## src/rtl/sissue_ctrl_if.sv

```systemverilog
// Issue-controller bus: decoder request, execute handshake, writeback,
// branch resolution and status outputs bundled for one controller.
interface sissue_ctrl_if #(
    parameter int STALL_CNT_W = 16
);
    logic                   dec_valid_i;
    logic [4:0]             dec_rs1_i;
    logic [4:0]             dec_rs2_i;
    logic [4:0]             dec_rd_i;
    logic                   dec_uses_rs1_i;
    logic                   dec_uses_rs2_i;
    logic                   dec_reg_write_i;
    logic                   dec_ctrl_xfer_i;
    logic                   dec_ready_o;
    logic                   issue_valid_o;
    logic                   issue_ready_i;
    logic                   wb_valid_i;
    logic [4:0]             wb_rd_i;
    logic                   resolve_valid_i;
    logic                   resolve_flush_i;
    logic [31:0]            pending_o;
    logic [3:0]             inflight_o;
    logic                   err_o;
    logic [STALL_CNT_W-1:0] stall_cnt_o;

    // Pipeline side: decoder, execute, writeback and branch unit.
    modport master (
        output dec_valid_i, dec_rs1_i, dec_rs2_i, dec_rd_i, dec_uses_rs1_i,
               dec_uses_rs2_i, dec_reg_write_i, dec_ctrl_xfer_i, issue_ready_i,
               wb_valid_i, wb_rd_i, resolve_valid_i, resolve_flush_i,
        input  dec_ready_o, issue_valid_o, pending_o, inflight_o, err_o,
               stall_cnt_o
    );

    // Controller side.
    modport slave (
        input  dec_valid_i, dec_rs1_i, dec_rs2_i, dec_rd_i, dec_uses_rs1_i,
               dec_uses_rs2_i, dec_reg_write_i, dec_ctrl_xfer_i, issue_ready_i,
               wb_valid_i, wb_rd_i, resolve_valid_i, resolve_flush_i,
        output dec_ready_o, issue_valid_o, pending_o, inflight_o, err_o,
               stall_cnt_o
    );
endinterface

```

## src/rtl/sissue_ctrl.sv

```systemverilog
// Scoreboard issue controller: tracks outstanding register writes, stalls
// decode on RAW/WAW/in-flight hazards, and holds issue behind unresolved
// control transfers with a one-cycle flush bubble on redirect.
module sissue_ctrl #(
    parameter int MAX_INFLIGHT = 4,
    parameter int STALL_CNT_W  = 16
) (
    input logic         clk,
    input logic         rst_n,
    sissue_ctrl_if.slave bus
);
    typedef enum logic [1:0] {RUN, WAIT_RES, FLUSH} state_t;

    typedef struct packed {
        logic       valid;
        logic [4:0] rs1;
        logic [4:0] rs2;
        logic [4:0] rd;
        logic       uses_rs1;
        logic       uses_rs2;
        logic       reg_write;
        logic       ctrl_xfer;
    } dec_req_t;

    state_t                 state;
    logic [31:0]            busy;
    logic [31:0]            busy_nxt;
    logic [3:0]             inflight;
    logic                   err;
    logic [STALL_CNT_W-1:0] stall_cnt;

    dec_req_t req;
    logic     rd_tracked, hazard, issue_valid, fire, dec_ready;
    logic     set_en, wb_nz, clr_en, wb_err;

    assign req = '{valid:     bus.dec_valid_i,
                   rs1:       bus.dec_rs1_i,
                   rs2:       bus.dec_rs2_i,
                   rd:        bus.dec_rd_i,
                   uses_rs1:  bus.dec_uses_rs1_i,
                   uses_rs2:  bus.dec_uses_rs2_i,
                   reg_write: bus.dec_reg_write_i,
                   ctrl_xfer: bus.dec_ctrl_xfer_i};

    // x0 writes are never tracked, so they neither consume a slot nor WAW-stall.
    assign rd_tracked  = req.reg_write & (req.rd != 5'd0);
    // Hazard uses registered busy only: a same-cycle writeback does not bypass.
    assign hazard      = (req.uses_rs1 & busy[req.rs1])
                       | (req.uses_rs2 & busy[req.rs2])
                       | (rd_tracked & (busy[req.rd] | (inflight == 4'(MAX_INFLIGHT))));
    assign issue_valid = req.valid & ~hazard & (state == RUN);
    assign fire        = issue_valid & bus.issue_ready_i;

    assign set_en = fire & rd_tracked;
    assign wb_nz  = bus.wb_valid_i & (bus.wb_rd_i != 5'd0);
    assign clr_en = wb_nz & busy[bus.wb_rd_i];
    assign wb_err = wb_nz & ~busy[bus.wb_rd_i];

    // Decode advances on issue or when idle; FLUSH swallows the wrong-path instruction.
    always_comb begin
        dec_ready = 1'b1;
        case (state)
            RUN:      dec_ready = fire | ~req.valid;
            WAIT_RES: dec_ready = ~req.valid;
            default:  dec_ready = 1'b1;
        endcase
    end

    // Next busy map: clear on writeback, then set on issue so a set always wins.
    always_comb begin
        busy_nxt = busy;
        if (clr_en) busy_nxt[bus.wb_rd_i] = 1'b0;
        if (set_en) busy_nxt[req.rd]      = 1'b1;
    end

    // Scoreboard, in-flight count and sticky writeback error.
    always_ff @(posedge clk or negedge rst_n) begin
        if (!rst_n) begin
            busy     <= '0;
            inflight <= '0;
            err      <= 1'b0;
        end else begin
            busy     <= busy_nxt;
            inflight <= inflight + 4'(set_en) - 4'(clr_en);
            if (wb_err) err <= 1'b1;
        end
    end

    // Control-transfer tracking: hold issue until resolve, bubble once on flush.
    always_ff @(posedge clk or negedge rst_n) begin
        if (!rst_n) begin
            state <= RUN;
        end else begin
            case (state)
                RUN:      if (fire && req.ctrl_xfer) state <= WAIT_RES;
                WAIT_RES: if (bus.resolve_valid_i)
                              state <= bus.resolve_flush_i ? FLUSH : RUN;
                default:  state <= RUN;
            endcase
        end
    end

    // Saturating count of cycles a presented instruction was hazard-stalled.
    always_ff @(posedge clk or negedge rst_n) begin
        if (!rst_n) begin
            stall_cnt <= '0;
        end else if (req.valid && state == RUN && hazard && stall_cnt != '1) begin
            stall_cnt <= stall_cnt + STALL_CNT_W'(1);
        end
    end

    assign bus.issue_valid_o = issue_valid;
    assign bus.dec_ready_o   = dec_ready;
    assign bus.pending_o     = busy;
    assign bus.inflight_o    = inflight;
    assign bus.err_o         = err;
    assign bus.stall_cnt_o   = stall_cnt;
endmodule
```

## src/flat_wrapper.sv

```systemverilog
// flat-port wrapper written by rule: the top's interface ports become plain ports
module sissue_ctrl_flat 
#(
    parameter int MAX_INFLIGHT = 4,
    parameter int STALL_CNT_W  = 16
)
  (clk, rst_n, bus_dec_valid_i, bus_dec_rs1_i, bus_dec_rs2_i, bus_dec_rd_i, bus_dec_uses_rs1_i, bus_dec_uses_rs2_i, bus_dec_reg_write_i, bus_dec_ctrl_xfer_i, bus_issue_ready_i, bus_wb_valid_i, bus_wb_rd_i, bus_resolve_valid_i, bus_resolve_flush_i, bus_dec_ready_o, bus_issue_valid_o, bus_pending_o, bus_inflight_o, bus_err_o, bus_stall_cnt_o);
  sissue_ctrl_if #(.STALL_CNT_W(STALL_CNT_W)) bus_i ();
  input logic clk;
  input logic rst_n;
  input wire logic [$bits(bus_i.dec_valid_i)-1:0] bus_dec_valid_i;
  input wire logic [$bits(bus_i.dec_rs1_i)-1:0] bus_dec_rs1_i;
  input wire logic [$bits(bus_i.dec_rs2_i)-1:0] bus_dec_rs2_i;
  input wire logic [$bits(bus_i.dec_rd_i)-1:0] bus_dec_rd_i;
  input wire logic [$bits(bus_i.dec_uses_rs1_i)-1:0] bus_dec_uses_rs1_i;
  input wire logic [$bits(bus_i.dec_uses_rs2_i)-1:0] bus_dec_uses_rs2_i;
  input wire logic [$bits(bus_i.dec_reg_write_i)-1:0] bus_dec_reg_write_i;
  input wire logic [$bits(bus_i.dec_ctrl_xfer_i)-1:0] bus_dec_ctrl_xfer_i;
  input wire logic [$bits(bus_i.issue_ready_i)-1:0] bus_issue_ready_i;
  input wire logic [$bits(bus_i.wb_valid_i)-1:0] bus_wb_valid_i;
  input wire logic [$bits(bus_i.wb_rd_i)-1:0] bus_wb_rd_i;
  input wire logic [$bits(bus_i.resolve_valid_i)-1:0] bus_resolve_valid_i;
  input wire logic [$bits(bus_i.resolve_flush_i)-1:0] bus_resolve_flush_i;
  output wire logic [$bits(bus_i.dec_ready_o)-1:0] bus_dec_ready_o;
  output wire logic [$bits(bus_i.issue_valid_o)-1:0] bus_issue_valid_o;
  output wire logic [$bits(bus_i.pending_o)-1:0] bus_pending_o;
  output wire logic [$bits(bus_i.inflight_o)-1:0] bus_inflight_o;
  output wire logic [$bits(bus_i.err_o)-1:0] bus_err_o;
  output wire logic [$bits(bus_i.stall_cnt_o)-1:0] bus_stall_cnt_o;
  assign bus_i.dec_valid_i = bus_dec_valid_i;
  assign bus_i.dec_rs1_i = bus_dec_rs1_i;
  assign bus_i.dec_rs2_i = bus_dec_rs2_i;
  assign bus_i.dec_rd_i = bus_dec_rd_i;
  assign bus_i.dec_uses_rs1_i = bus_dec_uses_rs1_i;
  assign bus_i.dec_uses_rs2_i = bus_dec_uses_rs2_i;
  assign bus_i.dec_reg_write_i = bus_dec_reg_write_i;
  assign bus_i.dec_ctrl_xfer_i = bus_dec_ctrl_xfer_i;
  assign bus_i.issue_ready_i = bus_issue_ready_i;
  assign bus_i.wb_valid_i = bus_wb_valid_i;
  assign bus_i.wb_rd_i = bus_wb_rd_i;
  assign bus_i.resolve_valid_i = bus_resolve_valid_i;
  assign bus_i.resolve_flush_i = bus_resolve_flush_i;
  assign bus_dec_ready_o = bus_i.dec_ready_o;
  assign bus_issue_valid_o = bus_i.issue_valid_o;
  assign bus_pending_o = bus_i.pending_o;
  assign bus_inflight_o = bus_i.inflight_o;
  assign bus_err_o = bus_i.err_o;
  assign bus_stall_cnt_o = bus_i.stall_cnt_o;
  sissue_ctrl #(.MAX_INFLIGHT(MAX_INFLIGHT), .STALL_CNT_W(STALL_CNT_W)) u_core (.clk(clk), .rst_n(rst_n), .bus(bus_i));
endmodule
```

## config.mk

```make
export PLATFORM = sky130hd
export DESIGN_NAME = sissue_ctrl_flat
export DESIGN_NICKNAME = d
export VERILOG_FILES = /design/src/rtl/sissue_ctrl_if.sv /design/src/rtl/sissue_ctrl.sv /design/src/flat_wrapper.sv
export SDC_FILE = /design/constraint.sdc
export NUM_CORES = 1
export LEC_CHECK = 0
export ABC_AREA = 1
export CORE_MARGIN = 2
export CORE_UTILIZATION = 45
export DETAILED_ROUTE_END_ITERATION = 12
export DONT_BUFFER_PORTS = 1
export GPL_ROUTABILITY_DRIVEN = 0
export SLEW_MARGIN = 20
export SYNTH_ARGS = -nofsm -noshare
export SYNTH_HDL_FRONTEND = slang
export SYNTH_SLANG_ARGS = --single-unit
```

## constraint.sdc

```tcl
create_clock -name clk -period 2.8 [get_ports clk]
set_input_delay 0.28 -clock clk [delete_from_list [all_inputs] [get_ports clk]]
set_output_delay 0.28 -clock clk [all_outputs]
set_load 0.02 [all_outputs]
```

==> reports/results.ini, run 1 <==
[min_path]
worstHoldStart=bus_resolve_valid_i
hold_path.class=in -> reg
hold_end=u_core.state[0]
holdPathStages=1

[final_layout]
n_antenna_cell=0
layout_commonest_cell=nand2_1
area_delta_synth_final_pct=3.75
drive_gt1_share_pct=9.44
n_fill_cell=1116
final_cell_mix=nand2_1 (222), nand3_1 (137), nor2_1 (76), dfrtp_1 (55), inv_1 (53)
finalNetCount=758
seqCellArea_mm2=0.00138
multiInputGateArea_mm2=0.00283

[worst_setup_path]
r2r_start=u_core.bus.pending_o[25]
crit_path_frequent_cell=inv_1
slowest_stage=dfrtp_1
cp_top_family=adder cells
crit_cells=12
r2r.worst_path.cells=12
worstPathArrival_ns=2.84
critPathLaunchType=flip-flop
end_kind=flip-flop
crit_required_ns=3.02
crit_type=reg -> reg
crit_fanout=5
crit_buf_inv=3
critical_path.max_stage_delay_ns=0.58
rrSetupSlack_ns=0.18
r2r_end=u_core.bus.inflight_o[2]
crit_chain=inv_1, o22ai_1, o21ai_1, nand2_1, nor3_2, a21oi_1, ha_1, inv_1, ha_1, inv_1, fa_1, xnor2_1

[clock_network]
cts_resized=0
cts_tree=built
path_clk_slew_ns=0.11
cts_setup_buffers=0
clock_latency_ns=0.33
root_buffer=clkbuf_8
clock_path_buffers=2
cts.sinks=55
cts.htree.levels=2
cts_hold_buffers=2
cts_made_buffers=5

[grt]
grt_pass1_vias=4818
grt_max_degree=56
grtUsageTotal_pct=28.1
grt_antenna_before_repair=0
grt_pass1_wl_um=25500
grt_overflow=0

[pwr]
power.leakage_nw=2.26
power.density_mw_per_mm2=512
ir_worst_vdd_mv=0.356

[drt]
wire_per_inst_um=18.5
vias_per_cell=5.92
drt_iter0_markers=626
wl_met3_um=1760
wl_met1_um=6310
vias=5064
dr_wl_met2_um=7350
drtPass1Iterations=5
top_layer=met4
drtAntennaViolNets=0
route.detailed.drc=0
wl_um=15800

[run_status]
outcome=finished clean

[logic_synthesis]
syn_area_mm2=0.00474
postSynth.asyncResetShare_pct=100
syn_area_per_cell_um2=6.52
ys_warn_count=0
yosysTopAreaCell=dfrtp_1
synth_flop_cell=dfrtp_1
synthDistinctLibCells=39
synth.top_cell.area_share_pct=29.0
synth-seq-cells=55
yosysSeqAreaShare_pct=29.0
synth_area_leaders=dfrtp_1 (29%), nand2_1 (18%), nand3_1 (14%), nor2_1 (6.0%), nand4_1 (5.0%)
syn-instance-count=727
synth_edf_count=0
synth_nets=765

[floorplan]
die_h_um=107
start_util_pct=46.1
coreArea_mm2=0.0103
rows=37
die_area_mm2=0.0114
die_w_um=107
io_pins=86

[timing]
finalHoldViolCount=0
clock_skew_ns=0.0142
setup_tns_ns=0
max_freq_ghz=0.381
slew_viol_final=0
post-route-period-util_pct=93.7
relSlewSlack_pct=51.4
fin_crit_ns=2.62
setup-violations-final=0
grt_setup_unrepaired=no
hold_ws_ns=0.0516
tightest_slew_ns=0.729

[place]
portBuffers=0
dp_hpwl_um=11500

[run]
drv_cap=0

layer usage:
metal	global-route usage (%)	vias to the layer above
li1	-	2372
met1	37.8	2356
met2	44.7	302
met3	6.26	34
met4	9.93	0
met5	0	-
how the worst max path moves through the flow:
stage / slack, ns / from / endpoint
2_1_floorplan: 0.52 / bus_wb_rd_i[0] / u_core.bus.inflight_o[2]
3_3_place_gp: 0.14 / bus_wb_rd_i[1] / u_core.bus.inflight_o[1]
3_5_place_dp: 0.06 / bus_wb_rd_i[1] / u_core.bus.inflight_o[2]
4_1_cts: 0.17 / u_core.bus.pending_o[25] / u_core.bus.inflight_o[2]
5_1_grt: 0.01 / u_core.bus.pending_o[7] / u_core.bus.inflight_o[2]
6_report: 0.18 / u_core.bus.pending_o[25] / u_core.bus.inflight_o[2]
flip-flops by register name, indices dropped and copies added, names as in the netlist:
name,count
u_core.bus.pending_o,32
u_core.bus.stall_cnt_o,16
u_core.bus.inflight_o,4
u_core.state,2
u_core.bus.err_o,1
where the power goes:
part           switching [mW]  leakage [nW]  internal, mW
sequential              0.243         0.737         0.904
combinational           0.527          1.47         0.295
clock                   0.284        0.0502         0.262
total                    1.05          2.26          1.46
logic make-up after synthesis:
logic type | after synthesis | synth area share, %
AOI/OAI and AO/OA | 23 | 3.04
xor gates and xnor gates | 16 | 2.96
adders and majority gates | 7 | 2.01
buffers and inverters | 99 | 11.3
DFF | 55 | 29.0
and+or+nand+nor | 527 | 51.7
metrics by stage:
stage	worst slack [ns]	instance area, um^2	power (mW)	utilization, %	cells
6_report	0.177	4920	2.52	47.8	856
5_1_grt	0.0140	4920	2.67	47.8	856
4_1_cts	0.170	4920	2.53	47.8	856
3_5_place_dp	0.0607	4770	1.96	46.4	847
3_3_place_gp	0.138	4770	1.94	46.4	847
2_1_floorplan	0.525	4740	1.75	-	727
final cells by class:
class                   count  share of cell area (%)
inverters                  64                    5.19
clock inverters             2                   0.764
well taps                 136                    3.46
repair buffers             21                    3.67
flip-flops and latches     55                    28.0
clock buffers               5                    1.40
multi-input cells         573                    57.5
cell usage after synthesis, types with 2 or more instances:
master,n
nand2_4,4
inv_6,3
nand2_2,14
nor3_1,19
o21ai_0,5
nand3b_1,2
a31oi_1,4
nand3_2,3
nand3_1,137
a21oi_1,2
o21ai_1,2
nand4_1,38
a22oi_1,7
nor3_2,4
ha_1,6
dfrtp_1,55
nand2_1,222
buf_6,14
inv_1,53
inv_2,8
xor2_1,12
nor4_1,2
xnor2_1,4
clkbuf_1,9
nor2_1,76
buf_2,9
Note: power is estimated with default switching activity, not from simulation.
==> inputs of run 2 (changes only) <==
- CORE_MARGIN: 2 -> 4
- CORE_UTILIZATION: 45 -> 49
==> run 2 against run 1 <==
Against the previous run:
- clock skew is 0.0026 ns lower
- hold slack better by 0.011 ns
- power is 2.2% lower
- sequential cell count stayed put
- clock-buffer cell count stayed put
- critical path depth stayed put
- first-iteration DRC count is 18% lower
- worst setup slack better by 0.013 ns
- combinational power hardly changed
- sequential power hardly changed
- critical endpoint unchanged
- largest cell class unchanged
- largest power group unchanged
==> reports/results.ini, run 2 (synthesized netlist as in run 1, its figures left out) <==
[run_status]
outcome=finished clean

[min_path]
worstHoldStart=bus_resolve_flush_i
hold_path.class=in -> reg

[floorplan]
io_pins=86  ; unchanged
rows=35  ; -5.4%
start_util_pct=50.8  ; +4.7 points
die_w_um=106  ; -0.26%
coreArea_mm2=0.00933  ; -9.2%
die_area_mm2=0.0113  ; -0.53%
die_h_um=106  ; -0.26%

[final_layout]
final_cell_mix=nand2_1 (222), nand3_1 (137), nor2_1 (76), dfrtp_1 (54), inv_1 (53)
seqCellArea_mm2=0.00138  ; about the same
multiInputGateArea_mm2=0.00283  ; unchanged
finalNetCount=764  ; +0.79%
area_delta_synth_final_pct=4.15
n_antenna_cell=0  ; unchanged
n_fill_cell=980  ; -12%
largest_reg_flops=32  ; unchanged
drive_gt1_share_pct=10.5  ; +1.0 points
final_cells=856  ; unchanged
layout_commonest_cell=nand2_1
finalInstanceArea_mm2=0.00493  ; +0.38%

[grt]
gr-usage-met2_pct=42.4  ; -2.3 points
grt_pass1_vias=4560  ; -5.4%
met3_usage_pct=7.95  ; +1.7 points
grt_use_met1_pct=38.1  ; +0.36 points
grt_pass1_wl_um=25100  ; -1.3%
grt-busiest-layer=met2
grt_overflow=0  ; unchanged
grt_antenna_before_repair=0  ; unchanged
grt_max_degree=56  ; unchanged
grtUsageTotal_pct=28.3  ; +0.14 points

[clock_network]
cts.sinks=55  ; unchanged
cts.htree.levels=2  ; unchanged
clock_path_buffers=2  ; unchanged
cts_setup_buffers=0  ; unchanged
path_clk_slew_ns=0.11  ; about the same
root_buffer=clkbuf_8
cts_tree=built
clock_latency_ns=0.32  ; about the same
cts_made_buffers=5  ; unchanged

[drt]
drt_iter0_markers=512  ; -18%
wire_per_inst_um=18.8  ; +1.5%
route.detailed.drc=0  ; unchanged
vias_per_cell=5.84  ; -1.3%
drtAntennaViolNets=0  ; unchanged
vias=4996  ; -1.3%
drtPass1Iterations=6  ; +1
wl_um=16100  ; +1.5%

[worst_setup_path]
crit_start=u_core.bus.pending_o[9]
worstPathArrival_ns=2.82  ; -0.02 ns
crit_fanout=6  ; +1
end_kind=flip-flop
crit_required_ns=3.01  ; about the same
crit_type=reg -> reg
r2r_start=u_core.bus.pending_o[9]
critPathLaunchType=flip-flop

[place]
place_area_mm2=0.00481  ; +0.76%
dp_hpwl_um=11200  ; -2.6%
portBuffers=0  ; unchanged
dp_slack_ns=0.188  ; +0.127 ns
post-place-cells=846  ; -0.12%

[timing]
setup-violations-final=0  ; unchanged
fin_crit_ns=2.61  ; -0.0130 ns
relSlewSlack_pct=50.5  ; -0.88 points
max_freq_ghz=0.383  ; +0.50%
slew_viol_final=0  ; unchanged
post-route-period-util_pct=93.2  ; -0.46 points
tightest_slew_ns=0.742  ; +0.0131 ns
grt_setup_unrepaired=no
setup_slack_ns=0.190  ; +0.0130 ns
clock_skew_ns=0.0117  ; -0.00258 ns
hold_ws_ns=0.0623  ; +0.0106 ns
setup_tns_ns=0  ; unchanged
finalHoldViolCount=0  ; unchanged

[pwr]
power.density_mw_per_mm2=499  ; -2.6%
ir_worst_vdd_mv=0.555  ; +56%
power.leakage_nw=2.29  ; +1.3%

[run]
drv_cap=0  ; unchanged

[run 2: cell count changes in the layout (fill, tap and decap cells not counted)]
cell	previous run	this run
buf_4	19	25
dfrtp_1	55	54
clkinv_2	0	2
dfrtp_2	0	1
clkinvlp_4	1	0
bufinv_16	1	0
inv_6	3	4
[run 2: critical path, stage by stage, from the launching register on]
cell and delay [ns]:
dfrtp_1 0.70, nand3_1 0.15, nand3_1 0.10, nand2_1 0.05
nand2_1 0.09, nor3_2 0.05, a21oi_1 0.28, ha_1 0.29
inv_1 0.06, ha_1 0.16, inv_1 0.06, fa_1 0.38
xnor2_1 0.14
[run 2: final timing paths]
| check | end | slack (ns) | depth (start not counted) |
|---|---|---|---|
| max | u_core.bus.inflight_o[2] | 0.19 | 12 |
| min | u_core.state[1] | 0.06 | 2 |
| max reg2reg | u_core.bus.inflight_o[2] | 0.19 | 12 |
| min reg2reg | u_core.state[1] | 0.54 | 2 |
| max in group asynchronous | u_core.bus.pending_o[21] | 1.97 | 2 |
| min in group asynchronous | u_core.bus.stall_cnt_o[11] | 0.58 | 2 |
[run 2: metrics by stage]
| stage | util [%] | power (mW) |
|---|---|---|
| after floorplan | - | 1.75 |
| after global placement | 51.5 | 1.96 |
| after detailed placement | 51.5 | 1.98 |
| after CTS | 52.9 | 2.47 |
| after global routing | 52.9 | 2.62 |
| final | 52.9 | 2.46 |
[run 2: layer usage]
layer	vias up	part of all wire (%)
met1	2241	40
met4	0	4.0
met3	56	12
met5	-	0
met2	311	44
li1	2388	-
[run 2: power breakdown]
group	internal, mW	leakage (nW)	switching, mW	total (mW)
sequential	0.904	0.736	0.271	1.18
clock	0.177	0.0483	0.284	0.461
combinational	0.300	1.50	0.524	0.824
[run 2: final cells by class]
class	count	area share, %
clock buffer	5	1.39
clock inverter	3	0.380
inverter	64	5.17
multi-input combinational	573	57.3
sequential	55	27.9
tap	129	3.27
timing repair buffer	27	4.56
[run 2: repair_timing]
| item | 4_1_cts | 5_1_grt |
|---|---|---|
| endpoints found under the hold margin | 55 | 0 |
| hold buffers | 2 | 0 |
| gates resized for setup | 0 | 1 |
| endpoints found under the setup margin | 0 | 1 |
==> inputs of run 3 (changes only) <==
- CORE_ASPECT_RATIO: unset -> 2
==> run 3 against run 2 <==
Against the previous run:
- final cell count increased by 1.2%
- register-to-register slack got worse by 0.14 ns
- clock-buffer cell count unchanged
- via count increased by 7.8%
- utilization increased by 3.0 points
- non-clock buffer count increased by 35
- clock power increased by 58%
- first-iteration DRC count increased by 21%
- combinational power increased by 29%
- hold slack improved by 0.024 ns
- design area increased by 6.3%
- highest routed layer unchanged
==> reports/results.ini, run 3 (synthesized netlist as in run 1, its figures left out) <==
[run_status]
outcome=finished clean

[timing]
fin_crit_ns=2.75  ; +0.144 ns
tightest_slew_ns=1.01  ; +0.272 ns
slew_viol_final=0  ; unchanged
finalHoldViolCount=0  ; unchanged
setup-violations-final=0  ; unchanged
grt_setup_unrepaired=no
setup_slack_ns=0.0464  ; -0.144 ns
hold_ws_ns=0.0863  ; +0.0240 ns
setup_tns_ns=0  ; unchanged
clock_skew_ns=0.00649  ; -0.00518 ns
max_freq_ghz=0.363  ; -5.2%
post-route-period-util_pct=98.3  ; +5.1 points
relSlewSlack_pct=32.3  ; -18 points

[place]
place_area_mm2=0.00504  ; +4.8%
post-place-cells=856  ; +1.2%
portBuffers=0  ; unchanged
dp_hpwl_um=14600  ; +30%
dp_slack_ns=0.120  ; -0.0684 ns

[floorplan]
io_pins=86  ; unchanged
die_h_um=147  ; +38%
start_util_pct=50.5  ; -0.30 points
rows=50  ; +43%
coreArea_mm2=0.00938  ; +0.60%
die_w_um=77.5  ; -27%
die_area_mm2=0.0114  ; +0.85%

[worst_setup_path]
critPathLaunchType=flip-flop
crit_fanout=4  ; -2
r2r_end=u_core.bus.inflight_o[2]
crit_type=reg -> reg
slowest_stage=dfrtp_1
r2r_start=u_core.bus.pending_o[10]
end_kind=flip-flop
rrSetupSlack_ns=0.05  ; -0.14 ns
critical_path.max_stage_delay_ns=0.46  ; -0.24 ns
worstPathArrival_ns=2.94  ; +0.12 ns
crit_chain=buf_4, a22oi_1, nand3_1, nand2_1, nand2_1, nor3_2, a21oi_1, ha_1, inv_1, ha_1, inv_1, fa_1, xnor2_1
r2r.worst_path.cells=13  ; +1
crit_buf_inv=3  ; +1
crit_required_ns=2.99  ; -0.02 ns
cp_top_family=adder cells

[grt]
grt_max_degree=56  ; unchanged
grtUsageTotal_pct=33.6  ; +5.3 points
grt_overflow=0  ; unchanged
grt_antenna_before_repair=0  ; unchanged
grt_pass1_vias=5248  ; +15%
grt_pass1_wl_um=29300  ; +17%

[drt]
wl_um=18900  ; +18%
drtAntennaViolNets=0  ; unchanged
drtPass1Iterations=7  ; +1
drt_iter0_markers=620  ; +21%
route.detailed.drc=0  ; unchanged
vias_per_cell=6.22  ; +6.5%
vias=5385  ; +7.8%
wire_per_inst_um=21.8  ; +17%

[final_layout]
drive_gt1_share_pct=14.4  ; +4.0 points
largest_reg_flops=32  ; unchanged
finalInstanceArea_mm2=0.00525  ; +6.3%
fin_util_pct=55.9  ; +3.0 points
n_fill_cell=944  ; -3.7%
area_delta_synth_final_pct=10.7
layout_commonest_cell=nand2_1
finalNetCount=799  ; +4.6%
final_cells=866  ; +1.2%
final_cell_mix=nand2_1 (222), nand3_1 (137), nor2_1 (76), buf_4 (60), dfrtp_1 (55)
n_antenna_cell=0  ; unchanged

[clock_network]
cts_resized=0  ; unchanged
clock_latency_ns=0.30  ; -0.02 ns
cts_tree=built
root_buffer=clkbuf_16
cts_made_buffers=5  ; unchanged
clock_path_buffers=2  ; unchanged
cts.htree.levels=2  ; unchanged
cts.sinks=55  ; unchanged
path_clk_slew_ns=0.08  ; -0.03 ns

[pwr]
power.leakage_nw=2.51  ; +9.7%
ir_worst_vdd_mv=0.450  ; -19%
seq_power_share_pct=37.2  ; -11 points
power_mw=2.85  ; +16%
clkPwrFrac_pct=25.6  ; +6.8 points
power.density_mw_per_mm2=543  ; +9.0%
switching_share_pct=40.1  ; -3.8 points
power_frac_comb_pct=37.1  ; +3.6 points
p_switching_mw=1.14  ; +5.9%
p_int_mw=1.71  ; +24%

[min_path]
worstHoldStart=bus_resolve_flush_i
hold_path.class=in -> reg
holdPathStages=2  ; unchanged
hold_end=u_core.state[1]

[run]
drv_cap=0  ; unchanged

run 3: worst max-delay path by stage:
stage / startpoint / end / slack (ns) / cells after the start
global route: u_core.bus.pending_o[7] / u_core.bus.inflight_o[2] / 0.003 / 13
finish: u_core.bus.pending_o[10] / u_core.bus.inflight_o[2] / 0.05 / 13
floorplan: bus_wb_rd_i[0] / u_core.bus.inflight_o[2] / 0.52 / 15
detailed placement: bus_wb_rd_i[1] / u_core.bus.inflight_o[1] / 0.12 / 14
CTS: u_core.bus.pending_o[10] / u_core.bus.inflight_o[2] / 0.21 / 13
global placement: bus_wb_rd_i[1] / u_core.bus.inflight_o[1] / 0.14 / 14
run 3: layer usage:
metal | global-route usage [%] | part of all wire [%] | wire length (um)
met1 | 33.4 | 32 | 6070
met2 | 59.9 | 51 | 9700
met3 | 5.95 | 7.3 | 1380
met4 | 26.4 | 9.3 | 1770
met5 | 0 | 0 | 0
run 3: what timing repair did:
action / CTS / global route
buffers inserted: 0 / 0
hold buffers: 2 / 0
hold endpoints to repair: 55 / 0
run 3: power by group through the flow:
stage	clock [mW]	sequential, mW	combinational [mW]
after detailed placement	0	1.07	1.03
after CTS	0.747	1.06	1.05
after floorplan	0	1.17	0.577
after global routing	0.770	1.07	1.17
final	0.730	1.06	1.06
after global placement	0	1.07	1.01
run 3: area by class of cell:
type	count	area, um^2	share of cell area [%]
inverters	64	255	4.87
multi-input cells	573	2830	53.9
repair buffers	62	488	9.30
clock inverters	3	43.8	0.835
flip-flops and latches	55	1380	26.2
clock buffers	5	125	2.38
well taps	104	130	2.48
run 3: worst register-to-register path, stage by stage (launching register included):
cell and delay, ns:
dfrtp_1 0.46, buf_4 0.21, a22oi_1 0.17, nand3_1 0.10
nand2_1 0.08, nand2_1 0.18, nor3_2 0.22, a21oi_1 0.13
ha_1 0.30, inv_1 0.06, ha_1 0.17, inv_1 0.06
fa_1 0.38, xnor2_1 0.14
